### src/rtl/instruction_mem_loader.sv
// -----------------------------------------------------------------------------
// instruction_mem_loader
//
// Boot/program loader that fills the instruction memory before the processor
// leaves reset. A load begins with a one-cycle start pulse. The loader then
// reads a byte stream: a 2-byte little-endian word count, followed by that
// many little-endian 32-bit instructions. Each completed instruction is written
// with a single-cycle mem_we pulse, at consecutive word addresses starting at
// BASE_ADDR.
//
// Handshake: byte_ready is a registered output. A byte transfers on a rising
// edge where byte_valid and byte_ready are both 1. The loader never looks at
// byte_data when that condition is false. byte_valid=0 simply holds the FSM
// where it is, and there is no timeout. The source may hold byte_valid high
// while byte_ready is 0 (for example during the WRITE cycle), and the byte is
// taken once byte_ready returns.
//
// Ports:
//   clk           system clock, rising edge
//   reset_n       asynchronous active-low reset
//   start         one-cycle pulse that begins a load; ignored while busy
//   byte_valid    byte_data is valid this cycle
//   byte_data     stream byte
//   byte_ready    loader accepts byte_data this cycle
//   mem_we        one-cycle write strobe per instruction word
//   mem_addr      byte address of the write (held between writes)
//   mem_wdata     instruction word (held between writes)
//   busy          load in progress
//   done          one-cycle pulse on successful completion
//   error         sticky header-overflow flag, cleared by the next start
//   words_written words written in the current/last load
//   checksum      XOR of all words written in the current/last load
//   dbg_state     current FSM state, for debug and assertion binding
// -----------------------------------------------------------------------------
module instruction_mem_loader #(
  parameter logic [31:0] BASE_ADDR = 32'h0,
  parameter int unsigned MAX_WORDS = 1024
) (
  input  logic        clk,
  input  logic        reset_n,
  input  logic        start,
  input  logic        byte_valid,
  input  logic [7:0]  byte_data,
  output logic        byte_ready,
  output logic        mem_we,
  output logic [31:0] mem_addr,
  output logic [31:0] mem_wdata,
  output logic        busy,
  output logic        done,
  output logic        error,
  output logic [15:0] words_written,
  output logic [31:0] checksum,
  output logic [2:0]  dbg_state
);

  typedef enum logic [2:0] {
    S_IDLE   = 3'd0,
    S_HDR0   = 3'd1,
    S_HDR1   = 3'd2,
    S_DATA   = 3'd3,
    S_WRITE  = 3'd4,
    S_FINISH = 3'd5
  } state_t;

  state_t      r_state;
  logic [15:0] r_count;
  logic [1:0]  r_idx;
  // Only the low three bytes are buffered. The fourth byte goes straight into
  // mem_wdata on the cycle it arrives.
  logic [23:0] r_word;

  logic        r_byte_ready;
  logic        r_mem_we;
  logic [31:0] r_mem_addr;
  logic [31:0] r_mem_wdata;
  logic        r_busy;
  logic        r_done;
  logic        r_error;
  logic [15:0] r_words_written;
  logic [31:0] r_checksum;

  logic        w_xfer;
  logic [15:0] w_hdr_count;
  logic        w_too_big;
  logic [15:0] w_ww_next;
  logic [31:0] w_wr_addr;

  assign w_xfer      = byte_valid & r_byte_ready;
  assign w_hdr_count = {byte_data, r_count[7:0]};
  assign w_too_big   = ({16'h0, w_hdr_count} > MAX_WORDS);
  assign w_ww_next   = r_words_written + 16'd1;
  // Address of the word now being written: BASE_ADDR + 4*words_written,
  // computed modulo 2^32.
  assign w_wr_addr   = BASE_ADDR + {14'd0, r_words_written, 2'b00};

  always_ff @(posedge clk or negedge reset_n) begin
    if (!reset_n) begin
      r_state         <= S_IDLE;
      r_count         <= 16'd0;
      r_idx           <= 2'd0;
      r_word          <= 24'd0;
      r_byte_ready    <= 1'b0;
      r_mem_we        <= 1'b0;
      r_mem_addr      <= 32'd0;
      r_mem_wdata     <= 32'd0;
      r_busy          <= 1'b0;
      r_done          <= 1'b0;
      r_error         <= 1'b0;
      r_words_written <= 16'd0;
      r_checksum      <= 32'd0;
    end else begin
      // Both strobes are pulses. They are asserted only on the transition
      // that needs them.
      r_done   <= 1'b0;
      r_mem_we <= 1'b0;

      case (r_state)
        S_IDLE: begin
          if (start) begin
            r_state         <= S_HDR0;
            r_busy          <= 1'b1;
            r_byte_ready    <= 1'b1;
            r_error         <= 1'b0;
            r_words_written <= 16'd0;
            r_checksum      <= 32'd0;
          end
        end

        S_HDR0: begin
          if (w_xfer) begin
            r_count[7:0] <= byte_data;
            r_state      <= S_HDR1;
          end
        end

        S_HDR1: begin
          if (w_xfer) begin
            r_count <= w_hdr_count;
            if (w_hdr_count == 16'd0) begin
              r_state      <= S_FINISH;
              r_byte_ready <= 1'b0;
            end else if (w_too_big) begin
              r_state      <= S_IDLE;
              r_error      <= 1'b1;
              r_busy       <= 1'b0;
              r_byte_ready <= 1'b0;
            end else begin
              r_state <= S_DATA;
              r_idx   <= 2'd0;
            end
          end
        end

        S_DATA: begin
          if (w_xfer) begin
            if (r_idx == 2'd3) begin
              // The write outputs are registered here, so the write cycle
              // lines up with the WRITE state.
              r_mem_wdata  <= {byte_data, r_word};
              r_mem_addr   <= w_wr_addr;
              r_mem_we     <= 1'b1;
              r_byte_ready <= 1'b0;
              r_state      <= S_WRITE;
            end else begin
              case (r_idx)
                2'd0:    r_word[7:0]   <= byte_data;
                2'd1:    r_word[15:8]  <= byte_data;
                default: r_word[23:16] <= byte_data;
              endcase
              r_idx <= r_idx + 2'd1;
            end
          end
        end

        S_WRITE: begin
          r_words_written <= w_ww_next;
          r_checksum      <= r_checksum ^ r_mem_wdata;
          r_idx           <= 2'd0;
          if (w_ww_next == r_count) begin
            r_state <= S_FINISH;
          end else begin
            r_state      <= S_DATA;
            r_byte_ready <= 1'b1;
          end
        end

        S_FINISH: begin
          // done and the busy drop appear together, one cycle after FINISH.
          r_done  <= 1'b1;
          r_busy  <= 1'b0;
          r_state <= S_IDLE;
        end

        default: begin
          r_state      <= S_IDLE;
          r_busy       <= 1'b0;
          r_byte_ready <= 1'b0;
        end
      endcase
    end
  end

  assign byte_ready    = r_byte_ready;
  assign mem_we        = r_mem_we;
  assign mem_addr      = r_mem_addr;
  assign mem_wdata     = r_mem_wdata;
  assign busy          = r_busy;
  assign done          = r_done;
  assign error         = r_error;
  assign words_written = r_words_written;
  assign checksum      = r_checksum;
  assign dbg_state     = r_state;

endmodule

### config.mk
export PLATFORM = sky130hd
export DESIGN_NAME = instruction_mem_loader
export DESIGN_NICKNAME = d
export VERILOG_FILES = /design/src/rtl/instruction_mem_loader.sv
export SDC_FILE = /design/constraint.sdc
export NUM_CORES = 1
export LEC_CHECK = 0
export CAP_MARGIN = 20
export CORE_MARGIN = 2
export CORE_UTILIZATION = 52
export DETAILED_ROUTE_END_ITERATION = 8
export PLACE_DENSITY = 0.78
export SYNTH_ARGS = -nofsm -noshare
export SYNTH_HDL_FRONTEND = slang
export SYNTH_SLANG_ARGS = --single-unit
### constraint.sdc
create_clock -name clk -period 3.15 [get_ports clk]
set_input_delay 0.7875 -clock clk [delete_from_list [all_inputs] [get_ports clk]]
set_output_delay 0.7875 -clock clk [all_outputs]
set_load 0.03 [all_outputs]
==> impl_metrics.xml, run 1 <==
<?xml version="1.0" encoding="UTF-8"?>
<metrics>
  <group name="cells_and_area">
    <metric name="finish.instance_area" unit="um2">8720</metric>
    <metric name="utilization" unit="%">68.6</metric>
    <metric name="area_growth_syn_to_layout" unit="%">27.5</metric>
    <metric name="layout_cells_sized_above_1" unit="%">18.8</metric>
    <metric name="antennaDiodeCount" unit="">0</metric>
    <metric name="fillerInstances" unit="">936</metric>
    <metric name="final_nets" unit="">760</metric>
    <metric name="final_cells" unit="">928</metric>
    <metric name="multi_input_area" unit="um2">2960</metric>
    <metric name="area.sequential" unit="um2">3650</metric>
  </group>
  <group name="timing">
    <metric name="grt_setup_unrepaired" unit="">no</metric>
    <metric name="min_period" unit="ns">2.67</metric>
    <metric name="worst_relative_slew_slack" unit="%">29.2</metric>
    <metric name="hold-worst-slack" unit="ns">0.382</metric>
    <metric name="timing.final.hold_violations" unit="">0</metric>
    <metric name="fmax" unit="GHz">0.374</metric>
    <metric name="fin_crit_sh" unit="%">84.8</metric>
    <metric name="skew" unit="ns">0.0111</metric>
    <metric name="report.final.setup_viol" unit="">0</metric>
    <metric name="worst_slew_pin_slew" unit="ns">1.06</metric>
    <metric name="fin_tns_setup" unit="ns">0</metric>
    <metric name="slew_violations" unit="">0</metric>
  </group>
  <group name="logic_synthesis">
    <metric name="post_synth_design_cell_area" unit="um2">6840</metric>
    <metric name="synth_flop_cell" unit="">dfrtp_1</metric>
    <metric name="syn-instance-count" unit="">632</metric>
    <metric name="synth_top_cells_by_area" unit="">dfrtp_1 (53%), mux2_2 (14%), o21ai_0 (6.5%)</metric>
    <metric name="synth_enable_flop_cells" unit="">0</metric>
    <metric name="synth_area_per_cell" unit="um2">10.8</metric>
    <metric name="synth.ff_latch_count" unit="">146</metric>
    <metric name="yosys.area.top_type" unit="">dfrtp_1</metric>
    <metric name="netlist.area_leader.share" unit="%">53.4</metric>
    <metric name="synth_cell_types" unit="">55</metric>
    <metric name="synth_sequential_area_ratio" unit="%">53.4</metric>
    <metric name="synth.yosys.warnings" unit="">0</metric>
    <metric name="synth-async-reset-ratio" unit="%">100</metric>
  </group>
  <group name="place">
    <metric name="dp_hpwl" unit="um">11100</metric>
    <metric name="post-place-cells" unit="">896</metric>
    <metric name="place_congestion" unit="">0.910</metric>
    <metric name="detailed_place.area" unit="um2">8130</metric>
    <metric name="count_of_port_buffers_added_during_placement" unit="">115</metric>
  </group>
  <group name="die">
    <metric name="initial_core_util" unit="%">53.8</metric>
    <metric name="fp-row-count" unit="">41</metric>
    <metric name="ioPinCount" unit="">132</metric>
    <metric name="core_area" unit="um2">12700</metric>
    <metric name="die_height" unit="um">119</metric>
    <metric name="die_outline_area" unit="um2">14100</metric>
    <metric name="die_w" unit="um">119</metric>
  </group>
  <group name="status">
    <metric name="run_status" unit="">finished, final reports clean</metric>
  </group>
  <group name="routing">
    <metric name="via_per_inst" unit="">5.66</metric>
    <metric name="vias" unit="">5251</metric>
    <metric name="drt_drc_violations_left" unit="">0</metric>
    <metric name="detail_route.wirelength" unit="um">16500</metric>
    <metric name="route.antenna.remaining_nets" unit="">0</metric>
    <metric name="detailedRoute.firstPassIterationCount" unit="">4</metric>
    <metric name="drt-initial-drc-count" unit="">378</metric>
    <metric name="avgRoutedWirePerCell" unit="um">17.8</metric>
  </group>
  <group name="clocking">
    <metric name="post_cts.repair.setup_buffers" unit="">0</metric>
    <metric name="ctsLongestPathBuffers" unit="">2</metric>
    <metric name="tritoncts" unit="">done</metric>
    <metric name="htree_levels" unit="">4</metric>
    <metric name="post_cts.resized_instances" unit="">0</metric>
    <metric name="tritoncts_num_sinks" unit="">146</metric>
    <metric name="numCtsBuffers" unit="">17</metric>
    <metric name="root_buffer" unit="">clkbuf_16</metric>
    <metric name="worstSkewPairLatency" unit="ns">0.42</metric>
    <metric name="worst_setup_hold_path_clk_slew" unit="ns">0.06</metric>
    <metric name="post_cts_hold_buffer_count" unit="">0</metric>
  </group>
  <group name="min_path">
    <metric name="timing.hold.worst.class" unit="">input port to async pin</metric>
  </group>
  <group name="global_routing">
    <metric name="grt_max_degree" unit="">74</metric>
    <metric name="gr-total-overflow" unit="">0</metric>
    <metric name="number_of_antenna_violations_at_the_first_check_in_global_routing" unit="">0</metric>
    <metric name="vias_in_the_first_global_route" unit="">5336</metric>
    <metric name="grtUsageTotal" unit="%">24.1</metric>
    <metric name="grt_first_pass_wirelength" unit="um">27100</metric>
  </group>
  <group name="worst_setup_path">
    <metric name="worst-path-max-fanout" unit="">20</metric>
    <metric name="endpoint_kind" unit="">output pin</metric>
    <metric name="timing.critical_path.required" unit="ns">2.36</metric>
    <metric name="rr_worst_depth" unit="">7</metric>
    <metric name="crit_family" unit="">buffers and inverters</metric>
    <metric name="r2r-end" unit="">dbg_state[1]$_DFFE_PN0P_</metric>
    <metric name="timing.critical_path.arrival" unit="ns">1.88</metric>
    <metric name="critical-path-slowest-cell" unit="">clkdlybuf4s50_1</metric>
    <metric name="critical_path_buf_inv_count" unit="">1</metric>
    <metric name="crit_type" unit="">flop to output pin</metric>
    <metric name="worstSetupStartpointType" unit="">flop</metric>
    <metric name="reg2reg_slack" unit="ns">0.48</metric>
    <metric name="cp_cell_sequence" unit="">clkdlybuf4s50_1</metric>
    <metric name="source_of_the_worst_register_to_register_timing_path" unit="">words_written[1]$_DFFE_PN0P_</metric>
    <metric name="max_stage_delay_on_crit_path" unit="ns">0.78</metric>
  </group>
  <group name="power">
    <metric name="cell_internal_pwr" unit="uW">4160</metric>
    <metric name="total_leakage_power" unit="uW">0.00390</metric>
    <metric name="p_per_area" unit="nW/um2">693</metric>
    <metric name="ir_drop" unit="V">0.000396</metric>
    <metric name="switchingPower" unit="uW">1890</metric>
    <metric name="p_seq_share" unit="%">42.1</metric>
    <metric name="switching_share" unit="%">31.3</metric>
    <metric name="p_comb_share" unit="%">24.3</metric>
    <metric name="pwr-share-clk" unit="%">33.6</metric>
  </group>
  <group name="job">
    <metric name="count_of_max_cap_constraint_violations" unit="">0</metric>
  </group>
</metrics>
power groups by stage:
stage	Combinational [uW]	Sequential [uW]	Clock [uW]
after floorplan	936	2580	0
after global placement	1400	2540	0
after detailed placement	1460	2560	0
after CTS	1480	2540	2050
after global routing	1600	2590	2140
final	1470	2550	2030
kinds of logic (layout without fill, tap and decap cells):
family / Yosys count / count (layout) / share of synthesized area (%)
other: 1 / 16 / 0.0548
XOR/XNOR: 21 / 21 / 2.69
adder cells (fa/ha/maj): 5 / 5 / 0.914
buffers and inverters: 59 / 168 / 4.30
AO/OA/AOI/OAI: 143 / 143 / 12.3
AND/OR/NAND/NOR: 170 / 170 / 12.0
flip-flops: 146 / 146 / 53.4
multiplexers: 87 / 87 / 14.3
per-layer routing:
layer,GRT usage [%],share of wire (%)
met4,9.60,2.0
met1,31.2,44
met2,39.2,49
met5,0,0
met3,5.84,5.6
worst max path at each step:
stage / startpoint / depth (start not counted) / to / slack [ns]
final: dbg_state[0]$_DFFE_PN0P_ / 1 / dbg_state[0] / 0.48
after global routing: words_written[1]$_DFFE_PN0P_ / 7 / dbg_state[1]$_DFFE_PN0P_ / 0.24
after CTS: dbg_state[0]$_DFFE_PN0P_ / 1 / dbg_state[0] / 0.48
after detailed placement: byte_valid / 6 / r_word[1]$_DFFE_PN0P_ / 0.29
after global placement: byte_valid / 6 / r_word[6]$_DFFE_PN0P_ / 0.38
after floorplan: words_written[0]$_DFFE_PN0P_ / 8 / byte_ready$_DFFE_PN0P_ / 0.62
cell usage after synthesis (all sizes together), types with 4 or more instances:
cell / count
dfrtp: 146
o21ai: 89
mux2: 86
nand2: 58
nor2: 54
buf: 27
clkbuf: 25
a21oi: 12
xnor2: 11
nand3: 10
nor3: 10
xor2: 10
o31ai: 8
inv: 7
nand4: 6
a21o: 5
a31oi: 5
and2: 5
ha: 5
nand2b: 5
nor2b: 4
nor4: 4
o2bb2ai: 4
state kept, by name, indices dropped and copies added (netlist names):
register / cells
mem_wdata: 32
mem_addr: 16
mem_we: 1
r_word: 24
byte_ready: 1
checksum: 32
r_count: 16
done: 1
words_written: 16
busy: 1
dbg_state: 3
error: 1
r_idx: 2
placed cells by master, fill, tap and decap left out, drive strengths merged, types with 3 or more instances in the layout:
master	count
dfrtp	146
nand2b	5
nand3	10
nor4	4
inv	7
clkinv	4
or4	3
xnor2	11
nand4	6
a21o	5
a31oi	5
nor2	54
and2	5
nand3b	3
ha	5
clkbuf	22
and3	3
xor2	10
o21ai	89
clkdlybuf4s50	114
bufinv	3
a21oi	12
o31ai	8
buf	15
mux2	86
a211oi	3
nor2b	4
conb	16
nor3	10
o2bb2ai	4
clkinvlp	3
nand2	58
layout make-up:
cell class | instances | share of cell area, %
sequential | 146 | 41.9
multi-input combinational | 442 | 33.9
timing repair buffer | 129 | 14.6
clock buffer | 22 | 5.32
tap | 172 | 2.47
clock inverter | 10 | 1.52
inverter | 7 | 0.301
stage by stage:
step / power [uW] / worst slack [ns]
after floorplan: 3510 / 0.625
after global placement: 3940 / 0.382
after detailed placement: 4030 / 0.288
after CTS: 6080 / 0.476
after global routing: 6330 / 0.238
final: 6050 / 0.478
Power figures use the tool's default switching activity.
==> run 2: changes to the inputs <==
Settings changed: CORE_UTILIZATION 52 to 47, PLACE_DENSITY 0.78 to 0.74.
Clock period 3.15 ns to 2.35 ns, I/O delays scaled along.
==> run 2 against run 1 <==
Against the previous run:
- worst setup slack worse by 0.42 ns
- largest power group unchanged
- critical endpoint is now words_written[2]
- power up 39%
- via count up 4.4%
- highest routed layer unchanged
- sequential share of layout area down 1.9 points
==> impl_metrics.xml, run 2 (synthesis results as in run 1) <==
<?xml version="1.0" encoding="UTF-8"?>
<metrics>
  <group name="worst_setup_path">
    <metric name="reg2reg_slack" unit="ns">0.13</metric>
    <metric name="max_stage_delay_on_crit_path" unit="ns">0.69</metric>
    <metric name="timing.critical_path.required" unit="ns">1.76</metric>
    <metric name="timing.critical_path.arrival" unit="ns">1.70</metric>
    <metric name="critical-path-slowest-cell" unit="">clkdlybuf4s50_1</metric>
    <metric name="cp_cell_sequence" unit="">buf_4 &gt; clkdlybuf4s50_1</metric>
    <metric name="endpoint_kind" unit="">output pin</metric>
    <metric name="crit_family" unit="">buffers and inverters</metric>
    <metric name="worst-path-max-fanout" unit="">11</metric>
    <metric name="crit_type" unit="">flop to output pin</metric>
    <metric name="critical_path_buf_inv_count" unit="">2</metric>
    <metric name="worstSetupStartpointType" unit="">flop</metric>
  </group>
  <group name="clocking">
    <metric name="tritoncts" unit="">done</metric>
    <metric name="tritoncts_num_sinks" unit="">146</metric>
    <metric name="worst_setup_hold_path_clk_slew" unit="ns">0.06</metric>
    <metric name="numCtsBuffers" unit="">17</metric>
    <metric name="root_buffer" unit="">clkbuf_16</metric>
    <metric name="ctsLongestPathBuffers" unit="">2</metric>
    <metric name="worstSkewPairLatency" unit="ns">0.43</metric>
    <metric name="post_cts_hold_buffer_count" unit="">0</metric>
    <metric name="htree_levels" unit="">4</metric>
  </group>
  <group name="global_routing">
    <metric name="grtUsageTotal" unit="%">22.6</metric>
    <metric name="number_of_antenna_violations_at_the_first_check_in_global_routing" unit="">0</metric>
    <metric name="grt_first_pass_wirelength" unit="um">28000</metric>
    <metric name="grt_max_degree" unit="">57</metric>
    <metric name="vias_in_the_first_global_route" unit="">5341</metric>
    <metric name="gr-total-overflow" unit="">0</metric>
  </group>
  <group name="routing">
    <metric name="detail_route.wirelength" unit="um">17200</metric>
    <metric name="avgRoutedWirePerCell" unit="um">17.6</metric>
    <metric name="vias" unit="">5482</metric>
    <metric name="drt_drc_violations_left" unit="">0</metric>
    <metric name="route.antenna.remaining_nets" unit="">0</metric>
    <metric name="drt-initial-drc-count" unit="">479</metric>
    <metric name="detailedRoute.firstPassIterationCount" unit="">7</metric>
    <metric name="via_per_inst" unit="">5.62</metric>
  </group>
  <group name="cells_and_area">
    <metric name="area_growth_syn_to_layout" unit="%">33.7</metric>
    <metric name="final_nets" unit="">796</metric>
    <metric name="antennaDiodeCount" unit="">0</metric>
    <metric name="finish.instance_area" unit="um2">9150</metric>
    <metric name="layout_cells_sized_above_1" unit="%">23.7</metric>
    <metric name="final_cells" unit="">976</metric>
    <metric name="most_common_library_cell_in_the_layout_ignoring_fill_and_taps" unit="">dfrtp_1</metric>
    <metric name="utilization" unit="%">63.7</metric>
    <metric name="most_used_cells_in_the_layout_excluding_fill_and_tap_cells" unit="">dfrtp_1 (144), clkdlybuf4s50_1 (113), o21ai_0 (88)</metric>
  </group>
  <group name="timing">
    <metric name="fin_tns_setup" unit="ns">0</metric>
    <metric name="fin_crit_sh" unit="%">97.3</metric>
    <metric name="slew_violations" unit="">0</metric>
    <metric name="timing.final.hold_violations" unit="">0</metric>
    <metric name="grt_setup_unrepaired" unit="">no</metric>
    <metric name="fmax" unit="GHz">0.437</metric>
    <metric name="hold-worst-slack" unit="ns">0.0819</metric>
    <metric name="min_period" unit="ns">2.29</metric>
    <metric name="skew" unit="ns">0.00952</metric>
    <metric name="report.final.setup_viol" unit="">0</metric>
  </group>
  <group name="place">
    <metric name="dp_hpwl" unit="um">11700</metric>
    <metric name="post-place-cells" unit="">944</metric>
    <metric name="place_congestion" unit="">0.931</metric>
    <metric name="detailed_place.area" unit="um2">8480</metric>
    <metric name="count_of_port_buffers_added_during_placement" unit="">115</metric>
  </group>
  <group name="power">
    <metric name="switching_share" unit="%">32.5</metric>
    <metric name="p_seq_share" unit="%">40.0</metric>
    <metric name="ir_drop" unit="V">0.000480</metric>
    <metric name="p_per_area" unit="nW/um2">919</metric>
    <metric name="total_leakage_power" unit="uW">0.00413</metric>
    <metric name="cell_internal_pwr" unit="uW">5680</metric>
    <metric name="p_comb_share" unit="%">26.4</metric>
    <metric name="switchingPower" unit="uW">2730</metric>
    <metric name="pwr-share-clk" unit="%">33.7</metric>
  </group>
  <group name="die">
    <metric name="core_area" unit="um2">14400</metric>
    <metric name="die_w" unit="um">125</metric>
    <metric name="die_height" unit="um">125</metric>
    <metric name="die_outline_area" unit="um2">15500</metric>
    <metric name="initial_core_util" unit="%">47.6</metric>
    <metric name="fp-row-count" unit="">44</metric>
    <metric name="ioPinCount" unit="">132</metric>
  </group>
  <group name="min_path">
    <metric name="timing.hold.worst.class" unit="">input port to async pin</metric>
  </group>
  <group name="status">
    <metric name="run_status" unit="">finished, final reports clean</metric>
  </group>
  <group name="job">
    <metric name="count_of_max_cap_constraint_violations" unit="">0</metric>
  </group>
</metrics>
==> run 2: cell type report <==
type                       instances  area (um2)
clock buffer                      17         425
clock inverter                    15         194
fill                            1143        5220
inverter                           7        26.3
multi-input combinational        442        3010
sequential                       146        3660
tap                              184         230
timing repair buffer             165        1610
==> run 2: power groups by stage <==
stage | Combinational [uW] | Clock (uW) | Sequential (uW)
2_1_floorplan | 1260 | 0 | 3450
3_3_place_gp | 2040 | 0 | 3360
5_1_grt | 2380 | 2990 | 3430
4_1_cts | 2200 | 2880 | 3350
3_5_place_dp | 2130 | 0 | 3380
6_report | 2220 | 2830 | 3360
==> run 2: routing by layer <==
layer  track usage [%]  vias up  part of all wire, %
met5                 0        -                    0
met4              8.20        0                  1.8
met3              5.50       29                  6.2
met2              35.7      211                   48
met1              30.4     2743                   44
li1                  -     2499                    -
==> run 2: through the flow <==
step	setup WS, ns	power [uW]
3_3_place_gp	0.0263	5400
3_5_place_dp	-0.0323	5520
4_1_cts	0.0116	8420
5_1_grt	0.00140	8800
2_1_floorplan	0.00366	4710
6_report	0.0627	8410
==> run 2: worst paths after layout <==
path	start	endpoint	depth (start not counted)
max in group asynchronous	reset_n	words_written[1]$_DFFE_PN0P_	2
worst min-delay path	reset_n	checksum[6]$_DFFE_PN0P_	1
worst min register to register	checksum[11]$_DFFE_PN0P_	checksum[11]$_DFFE_PN0P_	1
worst max-delay path	words_written[2]$_DFFE_PN0P_	words_written[2]	2
worst max register to register	words_written[3]$_DFFE_PN0P_	dbg_state[2]$_DFFE_PN0P_	8
min in group clk	checksum[11]$_DFFE_PN0P_	checksum[11]$_DFFE_PN0P_	1
==> run 2: what timing repair did <==
action,CTS,global route
setup endpoints to repair,1,4
gates resized for setup,4,5
buffers inserted,0,0
cloned,0,0
pin swaps,2,2
==> run 3: changes to the inputs <==
Settings changed: REMOVE_ABC_BUFFERS set to 1.
==> run 3 against run 2 <==
Against the previous run:
- clock power about the same
- critical path depth stayed put
- highest routed layer is now met5
- sequential power is essentially flat
- clock-buffer cell count rose by 4
- combinational power shrank 2%
- flip-flop and latch count unchanged
- final cell count grew 0.41%
- global-route usage is essentially flat
- fmax fell by 1.4%
- via count grew 0.18%
- largest power group unchanged
==> impl_metrics.xml, run 3 (synthesis results as in run 1) <==
<?xml version="1.0" encoding="UTF-8"?>
<metrics>
  <group name="status">
    <metric name="run_status" unit="">finished, final reports clean</metric>
  </group>
  <group name="power">
    <metric name="switchingPower" unit="uW">2580</metric>
    <metric name="pwr-share-clk" unit="%">34.1</metric>
    <metric name="p_per_area" unit="nW/um2">918</metric>
    <metric name="switching_share" unit="%">30.8</metric>
    <metric name="ir_drop" unit="V">0.000575</metric>
    <metric name="total_leakage_power" unit="uW">0.00415</metric>
    <metric name="p_comb_share" unit="%">25.9</metric>
    <metric name="cell_internal_pwr" unit="uW">5800</metric>
    <metric name="p_total" unit="uW">8390</metric>
    <metric name="p_seq_share" unit="%">40.0</metric>
  </group>
  <group name="cells_and_area">
    <metric name="finish.instance_area" unit="um2">9140</metric>
    <metric name="layout_cells_sized_above_1" unit="%">23.6</metric>
    <metric name="final_nets" unit="">800</metric>
    <metric name="utilization" unit="%">63.6</metric>
    <metric name="fillerInstances" unit="">1081</metric>
    <metric name="antennaDiodeCount" unit="">0</metric>
    <metric name="most_common_library_cell_in_the_layout_ignoring_fill_and_taps" unit="">dfrtp_1</metric>
    <metric name="area_growth_syn_to_layout" unit="%">33.6</metric>
    <metric name="most_used_cells_in_the_layout_excluding_fill_and_tap_cells" unit="">dfrtp_1 (146), clkdlybuf4s50_1 (114), o21ai_0 (88)</metric>
  </group>
  <group name="timing">
    <metric name="skew" unit="ns">0.00503</metric>
    <metric name="fmax" unit="GHz">0.431</metric>
    <metric name="fin_tns_setup" unit="ns">0</metric>
    <metric name="slew_violations" unit="">0</metric>
    <metric name="report.final.setup_viol" unit="">0</metric>
    <metric name="min_period" unit="ns">2.32</metric>
    <metric name="timing.final.hold_violations" unit="">0</metric>
    <metric name="fin_crit_sh" unit="%">98.7</metric>
  </group>
  <group name="clocking">
    <metric name="tritoncts" unit="">done</metric>
    <metric name="worst_setup_hold_path_clk_slew" unit="ns">0.06</metric>
    <metric name="worstSkewPairLatency" unit="ns">0.42</metric>
    <metric name="tritoncts_num_sinks" unit="">146</metric>
    <metric name="post_cts.repair.setup_buffers" unit="">0</metric>
    <metric name="ctsLongestPathBuffers" unit="">2</metric>
    <metric name="htree_levels" unit="">4</metric>
    <metric name="numCtsBuffers" unit="">17</metric>
    <metric name="post_cts_hold_buffer_count" unit="">0</metric>
    <metric name="root_buffer" unit="">clkbuf_16</metric>
  </group>
  <group name="global_routing">
    <metric name="busiest_layer" unit="">met2</metric>
    <metric name="use_met1" unit="%">29.2</metric>
    <metric name="grt_first_pass_wirelength" unit="um">28500</metric>
    <metric name="number_of_antenna_violations_at_the_first_check_in_global_routing" unit="">1</metric>
    <metric name="vias_in_the_first_global_route" unit="">5688</metric>
    <metric name="grtUsageTotal" unit="%">22.6</metric>
    <metric name="fraction_of_met2_tracks_used_by_global_routing" unit="%">37.6</metric>
    <metric name="grt_use_met3" unit="%">4.73</metric>
    <metric name="gr-total-overflow" unit="">0</metric>
    <metric name="grt_max_degree" unit="">52</metric>
  </group>
  <group name="worst_setup_path">
    <metric name="critical-path-slowest-cell" unit="">clkdlybuf4s50_1</metric>
    <metric name="crit_type" unit="">flop to output pin</metric>
    <metric name="timing.critical_path.arrival" unit="ns">1.73</metric>
    <metric name="worst-path-max-fanout" unit="">5</metric>
    <metric name="timing.critical_path.required" unit="ns">1.76</metric>
    <metric name="endpoint_kind" unit="">output pin</metric>
    <metric name="critical_path_buf_inv_count" unit="">2</metric>
    <metric name="crit_family" unit="">buffers and inverters</metric>
    <metric name="worstSetupStartpointType" unit="">flop</metric>
    <metric name="cp_cell_sequence" unit="">buf_4 &gt; clkdlybuf4s50_1</metric>
    <metric name="max_stage_delay_on_crit_path" unit="ns">0.66</metric>
  </group>
  <group name="routing">
    <metric name="avgRoutedWirePerCell" unit="um">17.3</metric>
    <metric name="route.antenna.remaining_nets" unit="">0</metric>
    <metric name="drt_drc_violations_left" unit="">0</metric>
    <metric name="detail_route.wirelength" unit="um">16900</metric>
    <metric name="detailedRoute.firstPassIterationCount" unit="">5</metric>
    <metric name="vias" unit="">5492</metric>
    <metric name="drt-initial-drc-count" unit="">323</metric>
    <metric name="via_per_inst" unit="">5.60</metric>
  </group>
  <group name="min_path">
    <metric name="timing.hold.worst.class" unit="">input port to async pin</metric>
  </group>
  <group name="die">
    <metric name="initial_core_util" unit="%">47.6</metric>
    <metric name="fp-row-count" unit="">44</metric>
    <metric name="ioPinCount" unit="">132</metric>
    <metric name="core_area" unit="um2">14400</metric>
    <metric name="die_height" unit="um">125</metric>
    <metric name="die_outline_area" unit="um2">15500</metric>
    <metric name="die_w" unit="um">125</metric>
  </group>
  <group name="place">
    <metric name="detailed_place.area" unit="um2">8490</metric>
    <metric name="count_of_port_buffers_added_during_placement" unit="">115</metric>
    <metric name="place_congestion" unit="">0.939</metric>
    <metric name="dp_hpwl" unit="um">11800</metric>
  </group>
  <group name="job">
    <metric name="count_of_max_cap_constraint_violations" unit="">0</metric>
  </group>
</metrics>
[run 3: cell types whose count changed in the layout (fill, tap and decap cells not counted), sizes merged]
cell           change
clkinv             +4
bufinv             +1
clkbuf             +4
inv                -7
dlymetal6s2s       -1
clkinvlp           -2
clkdlybuf4s50      +1
buf                +4
[run 3: cell type report]
type / instances / area [um2] / area share, %
Inverter: 7 / 26.3 / 0.288
Clock buffer: 21 / 470 / 5.15
Tap cell: 184 / 230 / 2.52
Timing Repair Buffer: 169 / 1610 / 17.6
Clock inverter: 11 / 158 / 1.73
Multi-Input combinational cell: 442 / 2990 / 32.7
Sequential cell: 146 / 3650 / 40.0
[run 3: final timing paths]
path / endpoint / from / cells past startpoint / slack, ns
max: words_written[6] / words_written[6]$_DFFE_PN0P_ / 2 / 0.03
max in group asynchronous: words_written[11]$_DFFE_PN0P_ / reset_n / 2 / 1.71
max reg2reg: dbg_state[2]$_DFFE_PN0P_ / words_written[1]$_DFFE_PN0P_ / 8 / 0.09
min: mem_addr[2]$_DFFE_PN0P_ / reset_n / 1 / 0.06
min reg2reg: checksum[30]$_DFFE_PN0P_ / checksum[30]$_DFFE_PN0P_ / 1 / 0.48
min in group clk: checksum[30]$_DFFE_PN0P_ / checksum[30]$_DFFE_PN0P_ / 1 / 0.48
[run 3: metrics by stage]
| step | setup WS, ns | std cells | hold WS (ns) |
|---|---|---|---|
| 3_3_place_gp | -0.0475 | 948 | 0.465 |
| 6_report | 0.0295 | 980 | 0.0567 |
| 4_1_cts | 0.0178 | 980 | 0.0551 |
| 2_1_floorplan | -0.808 | 595 | 0.292 |
| 5_1_grt | -0.00951 | 980 | 0.0757 |
| 3_5_place_dp | -0.0638 | 948 | 0.471 |
[run 3: power by group through the flow]
| stage | logic (uW) | clock network, uW | registers (uW) |
|---|---|---|---|
| 2_1_floorplan | 1150 | 0 | 3500 |
| 5_1_grt | 2360 | 3030 | 3420 |
| 4_1_cts | 2170 | 2910 | 3360 |
| 3_5_place_dp | 2130 | 0 | 3390 |
| 6_report | 2170 | 2860 | 3360 |
| 3_3_place_gp | 2030 | 0 | 3370 |
[run 3: worst reg2reg max path, delay by kind of cell (launching register included)]
family	cells	cell delay, ns
flip-flops	1	0.36
AND/OR/NAND/NOR	4	0.94
adder cells (fa/ha/maj)	1	0.21
buffers and inverters	1	0.16
AO/OA/AOI/OAI	2	0.52
[run 3: layer usage]
metal,wire (um),share of wire (%)
met4,431,2.5
met3,925,5.5
met2,8350,49
met1,7190,43
met5,13,0.077
[run 3: repair_timing]
| item | CTS | global route |
|---|---|---|
| resized for setup | 1 | 3 |
| pin swaps | 0 | 3 |
| setup endpoints to repair | 2 | 3 |
